==> src/rtl/led_blinker.sv <==
// Free-running LED pattern generator: period counter, four display modes,
// 16-level PWM brightness and a once-per-period tick.
module led_blinker #(
  parameter int CNT_WIDTH = 27
) (
  input  logic       clk_128M,
  input  logic       rst_128M,
  input  logic [1:0] mode,
  input  logic [3:0] duty,
  output logic       led,
  output logic       tick
);

  localparam int PWM_WIDTH = 4;
  localparam logic [CNT_WIDTH-1:0] CntOne = {{(CNT_WIDTH-1){1'b0}}, 1'b1};

  typedef enum logic [1:0] {
    ModeOff       = 2'd0,
    ModeOn        = 2'd1,
    ModeBlink     = 2'd2,
    ModeHeartbeat = 2'd3
  } mode_e;

  logic [CNT_WIDTH-1:0] cnt_q, cnt_d;
  logic                 led_q, led_d;
  logic                 tick_q, tick_d;
  logic                 pwm_on;
  logic                 pat;
  logic [3:0]           hbPhase;
  mode_e                modeSel;

  // All decoding looks at the pre-increment count, so outputs lag it by one.
  always_comb begin
    cnt_d   = cnt_q + CntOne;
    modeSel = mode_e'(mode);
    hbPhase = cnt_q[CNT_WIDTH-1 -: 4];
    pwm_on  = (cnt_q[PWM_WIDTH-1:0] <= duty);
    pat     = 1'b0;
    case (modeSel)
      ModeOff:       pat = 1'b0;
      ModeOn:        pat = 1'b1;
      ModeBlink:     pat = cnt_q[CNT_WIDTH-1];
      ModeHeartbeat: pat = (hbPhase == 4'h0) || (hbPhase == 4'h2);
      default:       pat = 1'b0;
    endcase
    led_d  = pat & pwm_on;
    tick_d = &cnt_q;
  end

  always_ff @(posedge clk_128M or posedge rst_128M) begin
    if (rst_128M) begin
      cnt_q  <= '0;
      led_q  <= 1'b0;
      tick_q <= 1'b0;
    end else begin
      cnt_q  <= cnt_d;
      led_q  <= led_d;
      tick_q <= tick_d;
    end
  end

  assign led  = led_q;
  assign tick = tick_q;

endmodule

==> config.mk <==
export PLATFORM = sky130hd
export DESIGN_NAME = led_blinker
export DESIGN_NICKNAME = d
export VERILOG_FILES = /design/src/rtl/led_blinker.sv
export SDC_FILE = /design/constraint.sdc
export NUM_CORES = 1
export LEC_CHECK = 0
export ABC_CLOCK_PERIOD_IN_PS = 3400
export CAP_MARGIN = 10
export CELL_PAD_IN_SITES_DETAIL_PLACEMENT = 0
export CELL_PAD_IN_SITES_GLOBAL_PLACEMENT = 1
export CORE_MARGIN = 4
export CORE_UTILIZATION = 45
export DETAILED_ROUTE_END_ITERATION = 10
export DONT_BUFFER_PORTS = 1
export PLACE_DENSITY = 0.81
export SLEW_MARGIN = 20
export SYNTH_ARGS = -nofsm -noshare
export SYNTH_HDL_FRONTEND = slang
export SYNTH_SLANG_ARGS = --single-unit
==> constraint.sdc <==
create_clock -name clk_128M -period 3.4 [get_ports clk_128M]
set_input_delay 0 -clock clk_128M [delete_from_list [all_inputs] [get_ports clk_128M]]
set_output_delay 0 -clock clk_128M [all_outputs]
set_load 0.01 [all_outputs]
* Word level (Yosys, flattened, before mapping) *
Cells that the tools add are included.
Widths: inputs -> output; s select.

word-level totals
  memories kept = 0
  input port bits = 8
  memory bits (writable) = 0
  bits in registers = 29
  logic and storage cells = 15
  latch bits = 0
  output and inout port bits = 2
  ROM bits = 0

cells by class
  divide/modulo/power cells = 0
  equal/unequal tests = 4
  add/sub/neg operators = 1
  shift operators = 0
  multiplexer cells = 1
  magnitude comparators = 1
  bitwise logic cells = 1
  multiply operators = 0
  reductions and logical operators = 4

operator list
  operator               count
  $add 27x1->27 const B  1
  $reduce_and 27->1      1
  $eq 2x2->1 const B     2
  $eq 4x2->1 const B     1
  $le 4x4->1             1
  $logic_not 4->1        1
  $pmux 1 s4             1
  $eq 2x1->1 const B     1
  $logic_not 2->1        1
  $and 1x1->1            1
  $logic_or 1x1->1       1

* Longest topological paths before layout *
Gate-level depths: netlist of the first run.

  depth in word-level cells = 4
  mapped depth = 6
  gate-level depth less buffers = 6

* Worst setup path after synthesis of the first run *
Ideal clock, no wire load.

  path kind = register -> register
  from = register cnt_q[1]
  to = register cnt_q[24]
  cell stages (with the launch flop) = 7
  buffers on the path = 1
  setup slack = 1.938 ns
  data arrival time = 1.339 ns
  cell sequence = dfrtp_1 -> ha_1 -> and4_2 -> and3_1 -> buf_4 -> nand4_1 -> xnor2_1

on the way
  word-level cells in the longest chain between the ends = 1

ends and longest elaborated chain
  item                    RTL line  text
  start, declared         24        logic [CNT_WIDTH-1:0] cnt_q, cnt_d;
  start signal, assigned  56        cnt_q <= cnt_d;
  $add 27x1->27           34        cnt_d = cnt_q + CntOne;
  net cnt_d[24]           24

The timed path passes the listed nets, and every way through them passes these cells.

* Worst setup path after layout of the first run *
  from = register cnt_q[2]
  to = register cnt_q[25]

The elaborated chain is that of the path after synthesis.

==> reports/results.ini, run 1 <==
[floorplan]
start_util_pct=48.8
ios=10
core_area_um2=2880
die_h_um=63.8
die_w_um=63.8
dieArea_um2=4070
fp-row-count=19

[global_route]
grt_overflow=0
globalRouteMet3Util_pct=4.20
met1_usage_pct=16.7
grt_pass1_vias=858
antenna_found_initial=0
track_usage_pct=12.5
grt_pass1_wl_um=3850
grt-busiest-layer=met2
use_met2_pct=17.5
grt_max_degree=30

[cells_and_area]
final_cell_mix=dfrtp_1, xnor2_1, nand3_1
final_common_cell=dfrtp_1
area_growth_pct=7.14
layout-drive-gt1-share_pct=9.92
fin_area_um2=1500
final_nets=143
final_util_pct=52.2
antenna_cells=0

[sta]
period_share_pct=49.5
finalHoldViolCount=0
final.min_clock_period_ps=1680
final-setup-viol-count=0
finalClockSkew_ps=8.29
final_max_slew_viol_count=0
max_slew_margin_pct=52.4
fmax_ghz=0.594
rsz0062_at_grt=false
layout_setup_ws_ps=1720
worst_slew_pin_slew_ps=711
finalSetupTns_ps=0

[pwr]
vdd_drop_max_uv=175
p_leak_nw=0.691
power-per-cell-area_nw_per_um2=367

[worst_setup_path]
path_max_fanout=11
r2r_slack_ps=1720
path_cells=nand2_1, nor2_1, nor4b_2, xor2_1
crit_required_ps=3640
crit_family=simple AND/OR/NAND/NOR gates
crit_start=cnt_q[2]
worst-path-buf-inv=0
crit_type=reg2reg
crit_slowest_cell=nor2_1
end_kind=flip-flop
max_stage_delay_ps=560
ff2ff_path_depth=4
r2r-end=cnt_q[25]
worstSetupStartpointType=flip-flop
cp.arrival_ps=1930
r2r-start=cnt_q[2]

[worst_hold_path]
whs_path_depth=3
hold_end=led
hp-start=duty[0]
hp-class=in2reg

[yosys]
synthTopCellsByArea=dfrtp_1, xnor2_1, ha_1, nand4_1, nand3_1
synthCells=125
synth_seq_cells=29
ys_types=25
netlist.area_leader.share_pct=51.7
syn_avg_cell_area_um2=11.2
syn_nets=138
ys_warn_count=0
synth_seq_area_share_pct=51.7
syn_area_um2=1400
yosysTopAreaCell=dfrtp_1

[route]
num_vias=854
drc=0
firstDrtPassIters=4
wirelength_um=2140
via_per_inst=4.94
antenna_left=0
avgRoutedWirePerCell_um=12.4
drtIter0Drc=37

[clocking]
cts_tree=yes
clk_latency_ps=320
htree_levels=2
clk_transition_reported_paths_ps=90
numCtsBuffers=5
clock_sinks=29
cts_root_buf=clkbuf_4
clockBufferDepth=2

[placement]
postPlaceCellArea_um2=1420
placement.io_buffers=0
dp_slack_ps=1710
dp_hpwl_um=1530
place_congestion=0.775

[job]
maxCapViolations=0

[run_status]
outcome=complete, no violations

report_power, final:
group / leakage [nW] / internal, mW / switching, mW / total (mW)
sequential: 0.389 / 0.345 / 0.000645 / 0.346
combinational: 0.270 / 0.00463 / 0.00936 / 0.0140
clock: 0.0320 / 0.0786 / 0.112 / 0.191
total: 0.691 / 0.428 / 0.122 / 0.551
repair_timing:
action | CTS | global route
hold buffers | 3 | 0
setup buffers | 0 | 0
resized for setup | 0 | 0
endpoints found under the hold margin | 30 | 0
sequential cells by signal, indices dropped and copies added (netlist names):
| signal | count |
|---|---|
| led | 1 |
| tick | 1 |
| cnt_q | 27 |
cells by family after synthesis:
kind of cell    after synthesis  share of synthesized area (%)
buf+inv                      12                           4.28
flops                        29                           51.7
compound gates                6                           2.32
fa+ha+maj                     5                           4.46
simple gates                 48                           21.6
xor+xnor                     25                           15.6
cell usage after synthesis:
master   instances
nand4_1          9
and2_1           3
nor3_1           1
inv_1            7
dfrtp_1         29
xnor2_1         21
buf_6            1
and4_1           2
nand2_1          8
ha_1             5
a21oi_1          4
nor2_1           2
and4_2           1
buf_2            3
nand4_4          1
nand3_2          1
buf_4            1
and3_1           7
and4_4           1
o31ai_1          1
nor4b_2          1
xor2_1           4
o21ai_0          1
nor4_1           1
nand3_1         10
cell type report:
| cell class | instances | area (um2) |
|---|---|---|
| clock inverters | 2 | 10.0 |
| inverters | 7 | 26.3 |
| fillers | 254 | 1370 |
| clock buffers | 6 | 41.3 |
| repair buffers | 3 | 30.0 |
| flip-flops and latches | 29 | 726 |
| well taps | 42 | 52.6 |
| multi-input cells | 84 | 617 |
stage by stage:
| step | instances | power [mW] | hold slack [ps] |
|---|---|---|---|
| 3_5_place_dp | 162 | 0.365 | 209 |
| 3_3_place_gp | 162 | 0.364 | 196 |
| 6_report | 173 | 0.551 | 42.2 |
| 4_1_cts | 173 | 0.563 | 33.6 |
| 2_1_floorplan | 125 | 0.362 | 78.1 |
| 5_1_grt | 173 | 0.584 | 43.0 |
metal layers:
| metal | vias up | wire, um |
|---|---|---|
| li1 | 442 | - |
| met1 | 394 | 1080 |
| met2 | 11 | 927 |
| met3 | 7 | 85 |
| met4 | 0 | 52 |
| met5 | - | 0 |
worst max-delay path by stage:
stage                           end  slack (ps)  cells past startpoint
after floorplan           cnt_q[24]        1940                      6
after global placement    cnt_q[24]        1760                      5
after detailed placement  cnt_q[25]        1710                      4
after CTS                 cnt_q[25]        1690                      4
after global routing      cnt_q[25]        1520                      4
final                     cnt_q[25]        1720                      4
worst reg2reg max path, cell delays in order, from the launching register on:
cell and delay, ps:
dfrtp_1 440, nand2_1 70, nor2_1 560, nor4b_2 370
xor2_1 170
Note: power is estimated with default switching activity, not from simulation.
==> run 2, diff against run 1 <==
Settings changed: ABC_CLOCK_PERIOD_IN_PS 3400 to 1500, CORE_UTILIZATION 45 to 44, PLACE_DENSITY 0.81 to 0.83.
Clock period 3.4 ns to 1.5 ns, I/O delays scaled along.
==> run 2 against run 1 <==
Against the previous run: setup slack got worse by 1600 ps; utilization rose by 1.0 points; via count rose by 9.3%; hold slack improved by 3.7 ps; critical endpoint is now cnt_q[24]; sequential power rose by 130%; sequential cell count did not move; wire length rose by 17%; maximum frequency rose by 20%; combinational power rose to 2.8 times the previous value; total power rose by 140%.
==> reports/results.ini, run 2 (same netlist as run 1, synthesis figures left out) <==
[clocking]
htree_levels=2
clk_transition_reported_paths_ps=90
cts_tree=yes
numCtsBuffers=5
clk_latency_ps=320
clockBufferDepth=2
clock_sinks=29
cts_root_buf=clkbuf_4

[worst_setup_path]
max_stage_delay_ps=360
path_max_fanout=6
cp.arrival_ps=1620
crit_type=reg2reg
crit_slowest_cell=dfrtp_1
crit_family=simple AND/OR/NAND/NOR gates
end_kind=flip-flop
worstSetupStartpointType=flip-flop
path_cells=ha_2, and4_4, and3_4, nand4_1, xnor2_1
worst-path-buf-inv=0
crit_required_ps=1710

[placement]
placement.io_buffers=0
dp_hpwl_um=1860
place_congestion=0.800
dp_slack_ps=-26.5

[sta]
hold_ws_ps=45.9
worst_slew_pin_slew_ps=525
rsz0062_at_grt=true
finalHoldViolCount=0
fmax_ghz=0.713
final.min_clock_period_ps=1400
layout_setup_ws_ps=98.2
finalClockSkew_ps=6.11
final-setup-viol-count=0
max_slew_margin_pct=65.0
period_share_pct=93.5
final_max_slew_viol_count=0

[cells_and_area]
largest_reg_flops=27
final_cell_mix=dfrtp_1, xnor2_1, buf_4
final_common_cell=dfrtp_1
final_nets=155
antenna_cells=0
layout-drive-gt1-share_pct=19.0
area_growth_pct=16.0
regMostFlops=cnt_q

[floorplan]
dieArea_um2=4160
fp-row-count=20
core_area_um2=3050
start_util_pct=45.9
ios=10
die_h_um=64.5
die_w_um=64.5

[route]
firstDrtPassIters=4
num_vias=933
antenna_left=0
drtIter0Drc=57
drc=0
via_per_inst=5.02
wirelength_um=2510
avgRoutedWirePerCell_um=13.5

[global_route]
grt_pass1_wl_um=4620
grt_pass1_vias=1028
antenna_found_initial=0
grt_max_degree=18
track_usage_pct=14.5
grt_overflow=0

[job]
maxCapViolations=0

[worst_hold_path]
hp-class=in2reg

[pwr]
power_mw=1.30
vdd_drop_max_uv=511
power-per-cell-area_nw_per_um2=799
p_leak_nw=0.755

[run_status]
outcome=complete, no violations

-- run 2: path summary, 6_finish.rpt --
check,start,endpoint,slack [ps],cells past startpoint
max in group asynchronous,rst_128M,cnt_q[13],880,3
min in group asynchronous,rst_128M,cnt_q[23],150,2
worst min-delay path,duty[0],led,50,3
worst min register to register,cnt_q[15],cnt_q[15],480,1
worst max register to register,cnt_q[1],cnt_q[24],100,5
worst max-delay path,cnt_q[1],cnt_q[24],100,5
-- run 2: layer usage --
metal  up-vias  share of wire [%]  routed length (um)  track usage (%)
met1       447                 48                1220             17.6
met4         0                2.4                  61             6.86
li1        464                  -                   -                -
met2        13                 45                1140             23.1
met3         9                3.6                  91             5.20
met5         -                  0                   0                0
-- run 2: stage by stage --
| step | cells | area (um2) | TNS [ps] | util, % |
|---|---|---|---|---|
| floorplan | 125 | 1400 | 0 | - |
| global placement | 176 | 1530 | 0 | 50.0 |
| detailed placement | 176 | 1530 | -29.7 | 50.0 |
| CTS | 186 | 1610 | 0 | 52.8 |
| global route | 186 | 1630 | 0 | 53.3 |
| finish | 186 | 1630 | 0 | 53.3 |
-- run 2: repair_timing --
action	in CTS	in global routing
pin swaps	0	1
endpoints found under the setup margin	3	7
endpoints found under the hold margin	30	0
setup buffers	0	0
gates cloned	0	0
hold buffers	3	0
gates resized for setup	1	5
-- run 2: cell type report --
class,instances,area [um2]
fillers,278,1430
flip-flops and latches,29,726
multi-input cells,84,632
repair buffers,15,133
clock buffers,7,55.1
well taps,44,55.1
inverters,7,26.3
-- run 2: report_power, final --
part	internal [mW]	leakage, nW	total, mW	switching, mW
combinational	0.0157	0.335	0.0394	0.0237
sequential	0.783	0.389	0.784	0.00145
clock	0.221	0.0314	0.477	0.256
-- run 2: worst min-delay path: stages --
cell and delay, ps:
ha_1 110, nand4_1 90, a21oi_1 120
